`src/rtl/ha_selftest_if.sv`:
```
// Signal bundle between the half-adder self-test sequencer and its environment:
// run control, status/results, and the drive/return link to the half adder.
interface ha_selftest_if #(
    parameter int ERR_W = 8
);
    logic             start;
    logic             a_out;
    logic             b_out;
    logic             sum_in;
    logic             carry_in;
    logic             busy;
    logic             done;
    logic             pass;
    logic [ERR_W-1:0] err_count;
    logic [3:0]       fail_vec;

    modport master (
        input  start, sum_in, carry_in,
        output a_out, b_out, busy, done, pass, err_count, fail_vec
    );

    modport slave (
        output start, sum_in, carry_in,
        input  a_out, b_out, busy, done, pass, err_count, fail_vec
    );
endinterface

```
`src/rtl/ha_selftest.sv`:
```
// Self-test sequencer for a half adder: sweeps the four input vectors, checks
// sum/carry against the golden half-adder function and reports pass/fail.
module ha_selftest #(
    parameter int SETTLE_CYCLES = 2,
    parameter int PASSES        = 1,
    parameter int ERR_W         = 8
) (
    input  logic          clk,
    input  logic          rst_n,
    ha_selftest_if.master bus
);

    typedef enum logic [1:0] {
        IDLE   = 2'd0,
        SETTLE = 2'd1,
        SAMPLE = 2'd2,
        DONE   = 2'd3
    } state_t;

    localparam int CNT_W = (SETTLE_CYCLES > 1) ? $clog2(SETTLE_CYCLES) : 1;
    localparam int PC_W  = (PASSES > 1) ? $clog2(PASSES) : 1;
    localparam logic [CNT_W-1:0] SETTLE_LAST = CNT_W'(SETTLE_CYCLES - 1);
    localparam logic [PC_W-1:0]  PASS_LAST   = PC_W'(PASSES - 1);
    localparam logic [ERR_W-1:0] ERR_MAX     = {ERR_W{1'b1}};

    state_t           state_r, state_s;
    logic [1:0]       vec_r, vec_s;
    logic [PC_W-1:0]  pass_cnt_r, pass_cnt_s;
    logic [CNT_W-1:0] settle_cnt_r, settle_cnt_s;
    logic             a_r, a_s;
    logic             b_r, b_s;
    logic             busy_r, busy_s;
    logic             done_r, done_s;
    logic             pass_r, pass_s;
    logic [ERR_W-1:0] err_r, err_s;
    logic [3:0]       fail_r, fail_s;

    logic             mism_s;
    logic [ERR_W-1:0] err_upd_s;
    logic [3:0]       fail_upd_s;
    logic [1:0]       vec_nxt_s;

    // One error per sample, whether sum, carry or both disagree with the golden adder.
    function automatic logic ha_mismatch(input logic a, input logic b,
                                         input logic s, input logic c);
        return (s != (a ^ b)) || (c != (a & b));
    endfunction

    // Next-state and next-output logic for the sequencer.
    always_comb begin
        state_s      = state_r;
        vec_s        = vec_r;
        pass_cnt_s   = pass_cnt_r;
        settle_cnt_s = settle_cnt_r;
        a_s          = a_r;
        b_s          = b_r;
        busy_s       = busy_r;
        done_s       = done_r;
        pass_s       = pass_r;
        err_s        = err_r;
        fail_s       = fail_r;
        mism_s       = 1'b0;
        err_upd_s    = err_r;
        fail_upd_s   = fail_r;
        vec_nxt_s    = vec_r + 2'd1;

        case (state_r)
            IDLE, DONE: begin
                if (bus.start) begin
                    err_s        = '0;
                    fail_s       = 4'b0000;
                    pass_s       = 1'b0;
                    done_s       = 1'b0;
                    vec_s        = 2'd0;
                    pass_cnt_s   = '0;
                    settle_cnt_s = '0;
                    a_s          = 1'b0;
                    b_s          = 1'b0;
                    busy_s       = 1'b1;
                    state_s      = SETTLE;
                end else begin
                    state_s = state_r;
                end
            end
            SETTLE: begin
                if (settle_cnt_r == SETTLE_LAST) begin
                    settle_cnt_s = '0;
                    state_s      = SAMPLE;
                end else begin
                    settle_cnt_s = settle_cnt_r + CNT_W'(1);
                end
            end
            SAMPLE: begin
                mism_s = ha_mismatch(a_r, b_r, bus.sum_in, bus.carry_in);
                if (mism_s) begin
                    if (err_r != ERR_MAX) begin
                        err_upd_s = err_r + ERR_W'(1);
                    end else begin
                        err_upd_s = err_r;
                    end
                    fail_upd_s[vec_r] = 1'b1;
                end else begin
                    err_upd_s = err_r;
                end
                err_s  = err_upd_s;
                fail_s = fail_upd_s;

                if ((vec_r == 2'd3) && (pass_cnt_r == PASS_LAST)) begin
                    state_s = DONE;
                    busy_s  = 1'b0;
                    done_s  = 1'b1;
                    a_s     = 1'b0;
                    b_s     = 1'b0;
                    pass_s  = (err_upd_s == '0);
                end else begin
                    vec_s = vec_nxt_s;
                    if (vec_r == 2'd3) begin
                        pass_cnt_s = pass_cnt_r + PC_W'(1);
                    end else begin
                        pass_cnt_s = pass_cnt_r;
                    end
                    a_s     = vec_nxt_s[1];
                    b_s     = vec_nxt_s[0];
                    state_s = SETTLE;
                end
            end
            default: begin
                state_s = IDLE;
            end
        endcase
    end

    // State and result registers; reset discards any partial run.
    always_ff @(posedge clk or negedge rst_n) begin
        if (!rst_n) begin
            state_r      <= IDLE;
            vec_r        <= 2'd0;
            pass_cnt_r   <= '0;
            settle_cnt_r <= '0;
            a_r          <= 1'b0;
            b_r          <= 1'b0;
            busy_r       <= 1'b0;
            done_r       <= 1'b0;
            pass_r       <= 1'b0;
            err_r        <= '0;
            fail_r       <= 4'b0000;
        end else begin
            state_r      <= state_s;
            vec_r        <= vec_s;
            pass_cnt_r   <= pass_cnt_s;
            settle_cnt_r <= settle_cnt_s;
            a_r          <= a_s;
            b_r          <= b_s;
            busy_r       <= busy_s;
            done_r       <= done_s;
            pass_r       <= pass_s;
            err_r        <= err_s;
            fail_r       <= fail_s;
        end
    end

    assign bus.a_out     = a_r;
    assign bus.b_out     = b_r;
    assign bus.busy      = busy_r;
    assign bus.done      = done_r;
    assign bus.pass      = pass_r;
    assign bus.err_count = err_r;
    assign bus.fail_vec  = fail_r;

endmodule

```
`src/flat_wrapper.sv`:
```
// flat-port wrapper written by rule: the top's interface ports become plain ports
module ha_selftest_flat 
#(
    parameter int SETTLE_CYCLES = 2,
    parameter int PASSES        = 1,
    parameter int ERR_W         = 8
)
  (clk, rst_n, bus_start, bus_sum_in, bus_carry_in, bus_a_out, bus_b_out, bus_busy, bus_done, bus_pass, bus_err_count, bus_fail_vec);
  ha_selftest_if #(.ERR_W(ERR_W)) bus_i ();
  input  logic clk;
  input  logic rst_n;
  input wire logic [$bits(bus_i.start)-1:0] bus_start;
  input wire logic [$bits(bus_i.sum_in)-1:0] bus_sum_in;
  input wire logic [$bits(bus_i.carry_in)-1:0] bus_carry_in;
  output wire logic [$bits(bus_i.a_out)-1:0] bus_a_out;
  output wire logic [$bits(bus_i.b_out)-1:0] bus_b_out;
  output wire logic [$bits(bus_i.busy)-1:0] bus_busy;
  output wire logic [$bits(bus_i.done)-1:0] bus_done;
  output wire logic [$bits(bus_i.pass)-1:0] bus_pass;
  output wire logic [$bits(bus_i.err_count)-1:0] bus_err_count;
  output wire logic [$bits(bus_i.fail_vec)-1:0] bus_fail_vec;
  assign bus_i.start = bus_start;
  assign bus_i.sum_in = bus_sum_in;
  assign bus_i.carry_in = bus_carry_in;
  assign bus_a_out = bus_i.a_out;
  assign bus_b_out = bus_i.b_out;
  assign bus_busy = bus_i.busy;
  assign bus_done = bus_i.done;
  assign bus_pass = bus_i.pass;
  assign bus_err_count = bus_i.err_count;
  assign bus_fail_vec = bus_i.fail_vec;
  ha_selftest #(.SETTLE_CYCLES(SETTLE_CYCLES), .PASSES(PASSES), .ERR_W(ERR_W)) u_core (.clk(clk), .rst_n(rst_n), .bus(bus_i));
endmodule
```
`config.mk`:
```
export PLATFORM = sky130hd
export DESIGN_NAME = ha_selftest_flat
export DESIGN_NICKNAME = d
export VERILOG_FILES = /design/src/rtl/ha_selftest_if.sv /design/src/rtl/ha_selftest.sv /design/src/flat_wrapper.sv
export SDC_FILE = /design/constraint.sdc
export NUM_CORES = 1
export LEC_CHECK = 0
export ABC_AREA = 1
export BUFFER_PORTS_ARGS = -buffer_cell sky130_fd_sc_hd__buf_2
export CORE_ASPECT_RATIO = 1.2
export CORE_MARGIN = 2
export CORE_UTILIZATION = 30
export DETAILED_ROUTE_END_ITERATION = 7
export GPL_TIMING_DRIVEN = 0
export PLACE_DENSITY_LB_ADDON = 0.3
export SLEW_MARGIN = 20
export SYNTH_ARGS = -nofsm -noshare
export SYNTH_HDL_FRONTEND = slang
export SYNTH_SLANG_ARGS = --single-unit
```
`constraint.sdc`:
```
create_clock -name clk -period 1.4 [get_ports clk]
set_input_delay 0.07 -clock clk [delete_from_list [all_inputs] [get_ports clk]]
set_output_delay 0.07 -clock clk [all_outputs]
set_load 0.01 [all_outputs]
```
==> metrics.txt, run 1 <==
DP HPWL=2200 µm; Final setup viols=13; RSZ-0062 raised after global routing=true; internal power=0.00178 W; Sink Count=23; Reg2Reg Depth=12; wl on met1=1430 µm; worst-margin pin slew=0.548 ns; Setup TNS Final=-1.27 ns; vias in the first global route=1258; routed wl met3=130 µm; leading cell types in the layout, fill and taps excluded=nand2_1 (40), inv_1 (24), dfrtp_1 (23), buf_2 (22); Worst R2R Setup Slack=-0.23 ns; HP Class=in -> reg; post-detailed-routing wire length=3290 µm; worst reg2reg endpoint=u_core.bus.pass; slowest CP cell=dfrtp_1; via/cell ratio=4.55; # port buffers=21; CP max FO=5; Leakage=0.971 nW; Mean Syn Cell Area=7.59 µm²; NumNets Final=237; endpoint type of the worst setup path=register; most common library cell in the layout ignoring fill and taps=nand2_1; GPL Wtd Cong=0.783; VDD IR max=0.000902 V; Final WS setup=-0.232 ns; most used cell, CP=nand2_1; Mapped Nets=198; 1st-iter DRT viols=44; crit-path leading delay family=simple AND/OR/NAND/NOR gates; CTS clk-pin slew, worst paths=0.08 ns; crit path cell chain=ha_4 -> inv_2 -> nand2_2 -> nand2_2 -> nand2_4 -> buf_12 -> nand2_8 -> o21ai_4 -> nand2_1 -> nor2_1 -> nand2_1 -> nand2_1; GRT overflow=0; hold depth=4; total track usage=0.135; Final min period=1.63 ns; worst endpoint required time=1.61 ns; dpl ws=-0.274 ns; final worst-path cycle share=1.17; endpoints failing hold=0; CTS tree=built; met2 wire length=1660 µm; post-synthesis sequential area ratio=0.412; Rel. slew slack=0.635; failing checks=negative setup slack; status=finished, violations left; Clock Skew=0.00616 ns; worst-skew pair later-pin latency=0.27 ns; final core utilization=0.426; Avg WL per Cell=11.7 µm; DRC viols=0; largest net degree at the start of global routing=24; worst r2r src=u_core.bus.a_out; Clock power frac=0.136; Die Ht=78.7 µm; fin. max-slew vios=0; Synth Register Bits=23; NetSw=0.00127 W; site row count=27; sequential power share=0.311; Post-Syn Area=0.00140 mm²; critical path launch point type=register; htree depth=1; total core area=0.00453 mm²; Starting Density=0.308; CP arrival=1.84 ns; ANT cells=0; CTS buffer count=3; Layout area overhead=38.0%; CP Class=reg -> reg; antenna viol nets, final=0; switching share of power=0.415; first-pass detailed-route iteration total=4; Synth cell types=19; die width=66.3 µm; cells after synthesis=184; slowest cell delay on critical path=0.42 ns; die area=0.00522 mm²; Syn. warnings=0; Comb pwr share=0.552; first-pass GRT wire length=5550 µm; Placed Cells=263; layout cells sized above 1=0.378; initial antenna violation count=0; Finished Layout Cells=280; power per cell area=1580 mW/mm²; clock buffer depth=2; root buffer cell=clkbuf_8; io pins=22; max-cap violations=0; WP buf/inv=2; DR top layer=met4; f_max=613 MHz; Vias=1273; worst hold endpoint=u_core.settle_cnt_r; hold path startpoint=bus_start; final hold slack=0.206 ns
==> power by group through the flow <==
| stage | clock network (W) | logic (W) | registers, W |
|---|---|---|---|
| final | 0.000416 | 0.00168 | 0.000950 |
| after global routing | 0.000458 | 0.00187 | 0.000972 |
| after CTS | 0.000435 | 0.00149 | 0.000939 |
| after detailed placement | 0 | 0.00106 | 0.000962 |
| after global placement | 0 | 0.00106 | 0.000959 |
| after floorplan | 0 | 0.000717 | 0.000992 |
==> metrics by stage <==
stage / total power [W] / area, µm²
after detailed placement: 0.00202 / 1580
after floorplan: 0.00171 / 1400
after global routing: 0.00330 / 1930
final: 0.00305 / 1930
after CTS: 0.00286 / 1830
after global placement: 0.00202 / 1580
==> Yosys cell counts <==
cell type  count  share of area
bufinv_8       1          0.013
dfrtp_1       23           0.41
nand3_1       15          0.054
inv_2          2         0.0054
buf_6          1         0.0081
nand2_1       51           0.14
inv_1         28          0.075
o21ai_2        1         0.0063
nor2_1        17          0.046
nor2_4         2          0.016
a21oi_1        6          0.022
o21ai_1        1         0.0036
nand2_2        3          0.013
o21ai_0       10          0.036
o22ai_1        7          0.031
nand2_4        3          0.024
nand4_1        3          0.013
ha_1           9          0.081
buf_2          1         0.0036
==> worst max path at each step <==
stage,startpoint,end,slack [ns],cells past startpoint
2_1_floorplan,u_core.bus.a_out,u_core.bus.pass,-0.13,12
3_5_place_dp,u_core.bus.a_out,u_core.bus.pass,-0.27,12
3_3_place_gp,u_core.bus.a_out,u_core.bus.pass,-0.27,12
5_1_grt,u_core.bus.a_out,u_core.bus.pass,-0.35,13
4_1_cts,u_core.bus.a_out,u_core.bus.pass,-0.21,13
6_report,u_core.bus.a_out,u_core.bus.pass,-0.23,12
==> final cells by class <==
type,instances,area [µm²]
Timing Repair Buffer,34,235
Multi-Input combinational cell,128,840
Buffer,2,26.3
Fill cell,477,2600
Clock buffer,4,45.0
Sequential cell,23,576
Tap cell,58,72.6
Inverter,31,133
==> tightest hold or removal path, delay by kind of cell <==
kind,cells,cell delay [ns]
AND/OR/NAND/NOR,2,0.18
AO/OA/AOI/OAI,1,0.07
buffers and inverters,1,0.11
==> logic make-up after synthesis <==
kind of cell,share of synthesized area
simple gates,0.304
flops,0.412
fa+ha+maj,0.0806
compound gates,0.0986
buf+inv,0.105
==> per-layer routing <==
| metal | vias to the layer above | track usage |
|---|---|---|
| met3 | 7 | 0.0241 |
| li1 | 665 | - |
| met2 | 20 | 0.228 |
| met4 | 0 | 0.0571 |
| met1 | 581 | 0.165 |
| met5 | - | 0 |
==> registers in the layout (all words and copies together), names as in the netlist <==
signal                flops
u_core.bus.busy           1
u_core.bus.a_out          1
u_core.pass_cnt_r         1
u_core.bus.done           1
u_core.bus.pass           1
u_core.state_r            2
u_core.bus.b_out          1
u_core.bus.err_count      8
u_core.vec_r              2
u_core.settle_cnt_r       1
u_core.bus.fail_vec       4
==> what timing repair did <==
action / CTS / global route
hold buffers: 1 / 0
hold endpoints to repair: 23 / 0
pin swaps: 12 / 11
buffers inserted: 9 / 1
gates resized for setup: 21 / 25
endpoints found under the setup margin: 20 / 18
gates cloned: 1 / 1
Power figures use the tool's default switching activity.
==> run 2, diff against run 1 <==
Settings changed: PLACE_DENSITY_LB_ADDON 0.3 to 0.2.
==> run 2 against run 1 <==
The flow still finishes with violations (negative setup slack). Sequential power is 2% lower. Sequential share of layout area shrank 0.21 points. Fmax fell by 1.1%. Total power grew 3.3%. Design area increased by 0.71%. Global-route usage fell by 0.70 points. Critical path type unchanged. Highest routed layer unchanged.
==> metrics.txt, run 2 (synthesis gave the netlist of run 1 again) <==
Finished Layout Cells=285 (was 280); crit path cell chain=ha_1 -> inv_1 -> nand2_1 -> nand2_2 -> nand2_4 -> clkbuf_16 -> nand3_1 -> nand3_1 -> nor2_1 -> nand2_1 -> nand2_1 (was ha_4 -> inv_2 -> nand2_2 -> nand2_2 -> nand2_4 -> buf_12 -> nand2_8 -> o21ai_4 -> nand2_1 -> nor2_1 -> nand2_1 -> nand2_1); final core utilization=0.429 (was 0.426); Final min period=1.65 ns (was 1.63 ns); clock buffer depth=2 (unchanged); endpoint type of the worst setup path=register (unchanged); f_max=606 MHz (was 613 MHz); layout cells sized above 1=0.366 (was 0.378); first-pass detailed-route iteration total=4 (unchanged); leading cell types in the layout, fill and taps excluded=nand2_1 (45), inv_1 (23), dfrtp_1 (23), buf_2 (21), nand3_1 (13) (was nand2_1 (40), inv_1 (24), dfrtp_1 (23), buf_2 (22)); initial antenna violation count=0 (unchanged); antenna viol nets, final=0 (unchanged); Vias=1297 (was 1273); Clock Skew=0.00330 ns (was 0.00616 ns); Largest register FFs=8 (unchanged); worst endpoint required time=1.61 ns (about the same); worst-margin pin slew=0.532 ns (was 0.548 ns); largest net degree at the start of global routing=24 (unchanged); DRC viols=0 (unchanged); CTS clk-pin slew, worst paths=0.08 ns (about the same); CP max FO=7 (was 5); Die Ht=78.7 µm (unchanged); Starting Density=0.308 (unchanged); via/cell ratio=4.55 (about the same); htree depth=1 (unchanged); ANT cells=0 (unchanged); Avg WL per Cell=11.5 µm (was 11.7 µm); GRT overflow=0 (unchanged); fin. max-slew vios=0 (unchanged); worst-skew pair later-pin latency=0.26 ns (was 0.27 ns); RSZ-0062 raised after global routing=true (unchanged); most used cell, CP=nand2_1 (unchanged); HP Class=in -> reg (unchanged); GPL Wtd Cong=0.759 (was 0.783); final worst-path cycle share=1.18 (was 1.17); critical path launch point type=register (unchanged); CTS buffer count=3 (unchanged); VDD IR max=0.000846 V (was 0.000902 V); post-detailed-routing wire length=3260 µm (was 3290 µm); total core area=0.00453 mm² (unchanged); die area=0.00522 mm² (unchanged); total track usage=0.128 (was 0.135); Final setup viols=14 (was 13); CP arrival=1.86 ns (was 1.84 ns); status=finished, violations left (unchanged); most common library cell in the layout ignoring fill and taps=nand2_1 (unchanged); CP Class=reg -> reg (unchanged); first-pass GRT wire length=5180 µm (was 5550 µm); root buffer cell=clkbuf_8 (unchanged); Sink Count=23 (unchanged); DP HPWL=2200 µm (about the same); Leakage=0.997 nW (was 0.971 nW); die width=66.3 µm (unchanged); NumNets Final=242 (was 237); endpoints failing hold=0 (unchanged); Placed Cells=263 (unchanged); slowest cell delay on critical path=0.39 ns (was 0.42 ns); slowest CP cell=dfrtp_1 (unchanged); CTS tree=built (unchanged); vias in the first global route=1160 (was 1258); Rel. slew slack=0.645 (was 0.635); 1st-iter DRT viols=54 (was 44); io pins=22 (unchanged); Layout area overhead=39.0% (was 38.0%); # port buffers=21 (unchanged); max-cap violations=0 (unchanged); failing checks=negative setup slack (unchanged); Final WS setup=-0.250 ns (was -0.232 ns); site row count=27 (unchanged); power per cell area=1620 mW/mm² (was 1580 mW/mm²)
run 2: metal layers:
metal,vias up,global-route usage,routed length (µm)
met3,5,0.0170,112
met4,0,0.0490,48
li1,671,-,-
met2,22,0.209,1590
met5,-,0,0
met1,599,0.169,1510
run 2: through the flow:
stage	area (µm²)	worst slack [ns]	setup TNS, ns	power, W	hold WS (ns)
3_3_place_gp	1580	-0.265	-3.15	0.00203	0.0887
5_1_grt	1940	-0.355	-3.50	0.00343	0.281
2_1_floorplan	1400	-0.129	-0.728	0.00171	-0.226
6_report	1940	-0.250	-1.80	0.00315	0.269
4_1_cts	1710	-0.237	-1.69	0.00265	0.178
3_5_place_dp	1580	-0.263	-2.99	0.00203	0.0854
run 2: timing repair:
action	CTS	global route
resized for setup	9	41
pin swaps	3	18
setup buffers	5	11
endpoints found under the hold margin	23	0
setup endpoints to repair	20	20
cloned	0	1
hold buffers	1	0
run 2: cell type report:
type                    instances  area (µm²)
clock buffers                   4        45.0
flip-flops and latches         23         576
inverters                      31         133
plain buffers                   2        26.3
repair buffers                 39         275
fillers                       470        2590
well taps                      58        72.6
multi-input cells             128         813
run 2: worst paths after layout:
| kind | start | end | slack [ns] | cells after the start |
|---|---|---|---|---|
| setup / recovery | u_core.bus.b_out | u_core.bus.pass | -0.25 | 11 |
| hold / removal | bus_start | u_core.bus.err_count[7] | 0.27 | 5 |
| setup reg to reg | u_core.bus.b_out | u_core.bus.pass | -0.25 | 11 |
| hold reg to reg | u_core.pass_cnt_r | u_core.pass_cnt_r | 0.50 | 2 |
| max in group asynchronous | rst_n | u_core.bus.err_count[6] | 0.74 | 2 |
| min in group asynchronous | rst_n | u_core.state_r[0] | 0.31 | 2 |
run 2: report_power, final:
group / total [W] / internal (W) / leakage, nW / switching [W]
clock: 0.000418 / 0.000203 / 0.0228 / 0.000215
sequential: 0.000933 / 0.000824 / 0.310 / 0.000109
combinational: 0.00180 / 0.000836 / 0.664 / 0.000964
total: 0.00315 / 0.00186 / 0.997 / 0.00129
run 2: critical path, delay by kind of cell, from the launching register on:
family | cells | cell delay (ns)
adders and majority gates | 1 | 0.31
buffers and inverters | 2 | 0.24
DFF | 1 | 0.39
and+or+nand+nor | 8 | 0.66
==> run 3, diff against run 2 <==
Settings changed: REMOVE_ABC_BUFFERS set to 1.
==> run 3 against run 2 <==
The flow still finishes with violations (negative setup slack). Total power fell by 1.1%. Sequential share of layout area shrank 0.24 points. Non-clock buffer count is 4 lower. Fmax rose by 2.7%. First-iteration DRC count is 43% higher. Design area grew 1.0%. Largest power group unchanged. Highest routed layer unchanged.
==> metrics.txt, run 3 (synthesis gave the netlist of run 1 again) <==
worst-margin pin slew=0.541 ns (was 0.532 ns); Rel. slew slack=0.639 (was 0.645); htree depth=1 (unchanged); CP arrival=1.75 ns (was 1.86 ns); Largest register FFs=8 (unchanged); leading cell types in the layout, fill and taps excluded=nand2_1 (37), inv_1 (24), dfrtp_1 (22), buf_2 (21), nand2_2 (16) (was nand2_1 (45), inv_1 (23), dfrtp_1 (23), buf_2 (21), nand3_1 (13)); max-cap violations=0 (unchanged); worst endpoint required time=1.55 ns (was 1.61 ns); 1st-iter DRT viols=77 (was 54); power per cell area=1590 mW/mm² (was 1620 mW/mm²); VDD IR max=0.000679 V (was 0.000846 V); site row count=27 (unchanged); worst-skew pair later-pin latency=0.27 ns (was 0.26 ns); Post-DP Area=0.00156 mm² (was 0.00158 mm²); final worst-path cycle share=1.15 (was 1.18); CTS clk-pin slew, worst paths=0.08 ns (about the same); via/cell ratio=4.61 (was 4.55); Placed Cells=261 (was 263); status=finished, violations left (unchanged); io pins=22 (unchanged); vias in the first global route=1279 (was 1160); crit-path leading delay family=flip-flops (was simple AND/OR/NAND/NOR gates); f_max=623 MHz (was 606 MHz); worst reg2reg endpoint=u_core.bus.fail_vec[0] (was u_core.bus.pass); slowest CP cell=dfrtp_1 (unchanged); HP Class=in -> reg (unchanged); slowest cell delay on critical path=0.39 ns (about the same); failing checks=negative setup slack (unchanged); power after layout=0.00312 W (was 0.00315 W); RSZ-0062 raised after global routing=true (unchanged); endpoint type of the worst setup path=register (unchanged); Final setup viols=20 (was 14); post-detailed-routing wire length=3320 µm (was 3260 µm); crit path cell chain=ha_1 -> inv_1 -> nand2_2 -> nand2_4 -> nand2_8 -> buf_6 -> o21ai_2 -> inv_2 -> nand2_1 -> a21oi_1 (was ha_1 -> inv_1 -> nand2_1 -> nand2_2 -> nand2_4 -> clkbuf_16 -> nand3_1 -> nand3_1 -> nor2_1 -> nand2_1 -> nand2_1); Avg WL per Cell=11.8 µm (was 11.5 µm); NumNets Final=239 (was 242); layout cells sized above 1=0.429 (was 0.366); Die Ht=78.7 µm (unchanged); total track usage=0.137 (was 0.128); Reg2Reg Depth=10 (was 11); endpoints failing hold=0 (unchanged); Starting Density=0.308 (unchanged); dpl ws=-0.763 ns (was -0.263 ns); # port buffers=21 (unchanged); first-pass detailed-route iteration total=4 (unchanged); CTS tree=built (unchanged); Final Instance Area=0.00196 mm² (was 0.00194 mm²); CP Class=reg -> reg (unchanged); Clock Skew=0.00295 ns (was 0.00330 ns); final core utilization=0.433 (was 0.429); Layout area overhead=40.4% (was 39.0%); Worst R2R Setup Slack=-0.21 ns (was -0.25 ns); GRT overflow=0 (unchanged); Sink Count=23 (unchanged); worst r2r src=u_core.bus.a_out (was u_core.bus.b_out); DP HPWL=2180 µm (was 2200 µm); antenna viol nets, final=0 (unchanged); CP max FO=8 (was 7); total core area=0.00453 mm² (unchanged); die area=0.00522 mm² (unchanged); first-pass GRT wire length=5550 µm (was 5180 µm); ANT cells=0 (unchanged); Finished Layout Cells=282 (was 285); Leakage=0.972 nW (was 0.997 nW); DRC viols=0 (unchanged); hold depth=6 (was 5); critical path launch point type=register (unchanged); clock buffer depth=2 (unchanged); GPL Wtd Cong=0.763 (was 0.759); Final min period=1.61 ns (was 1.65 ns); Final WS setup=-0.206 ns (was -0.250 ns); hold path startpoint=bus_start (unchanged); initial antenna violation count=0 (unchanged); Vias=1301 (was 1297); FILL cells=479 (was 470); fin. max-slew vios=0 (unchanged); root buffer cell=clkbuf_8 (unchanged); die width=66.3 µm (unchanged); most common library cell in the layout ignoring fill and taps=nand2_1 (unchanged); worst hold endpoint=u_core.settle_cnt_r (was u_core.bus.err_count[7]); largest net degree at the start of global routing=24 (unchanged); CTS buffer count=3 (unchanged); WP buf/inv=3 (was 2)
==> run 3: cell types whose count changed in the layout (fill, tap and decap cells not counted), sizes merged <==
cell    before  now
buf         39   36
nand2       57   58
clkbuf       5    4
==> run 3: cell type report <==
cell class	count	area [µm²]	share of cell area
multi-input cells	129	887	0.452
flip-flops and latches	23	577	0.294
repair buffers	37	246	0.126
inverters	31	133	0.0676
well taps	58	72.6	0.0370
clock buffers	4	45.0	0.0230
==> run 3: how the worst max path moves through the flow <==
stage	startpoint	end	slack, ns	depth (start not counted)
3_3_place_gp	u_core.state_r[0]	u_core.bus.fail_vec[1]	-0.76	7
2_1_floorplan	u_core.state_r[0]	u_core.bus.fail_vec[0]	-0.33	7
5_1_grt	u_core.bus.a_out	u_core.bus.pass	-0.32	10
3_5_place_dp	u_core.state_r[0]	u_core.bus.done	-0.76	6
6_report	u_core.bus.a_out	u_core.bus.fail_vec[0]	-0.21	10
4_1_cts	u_core.bus.b_out	u_core.bus.pass	-0.18	12
==> run 3: worst reg2reg max path: cells and delay by family (launching register included) <==
kind / cells / cell delay, ns
buffers and inverters: 3 / 0.28
flip-flops: 1 / 0.39
adder cells (fa/ha/maj): 1 / 0.31
AO/OA/AOI/OAI: 2 / 0.17
AND/OR/NAND/NOR: 4 / 0.34
==> run 3: power by group <==
part / switching, W / total (W) / internal, W
Combinational: 0.00101 / 0.00176 / 0.000754
Clock: 0.000225 / 0.000429 / 0.000204
Sequential: 0.000102 / 0.000928 / 0.000826
==> run 3: layer usage <==
| metal | GRT usage | up-vias | wire [µm] |
|---|---|---|---|
| met4 | 0.0612 | 0 | 64 |
| li1 | - | 665 | - |
| met2 | 0.227 | 18 | 1660 |
| met5 | 0 | - | 0 |
| met3 | 0.0184 | 5 | 105 |
| met1 | 0.175 | 613 | 1490 |
==> run 3: per-stage QoR <==
stage	setup TNS [ns]	hold WS (ns)
floorplan	-4.09	-0.226
global placement	-12.09	0.0832
detailed placement	-12.00	0.0913
CTS	-1.14	0.216
global route	-3.15	0.271
finish	-1.71	0.224
==> run 3: what timing repair did <==
item / in CTS / in global routing
pin swaps: 11 / 10
setup buffers: 13 / 2
hold endpoints to repair: 23 / 0
hold buffers: 1 / 0
gates cloned: 1 / 0
resized for setup: 28 / 35
endpoints found under the setup margin: 20 / 19
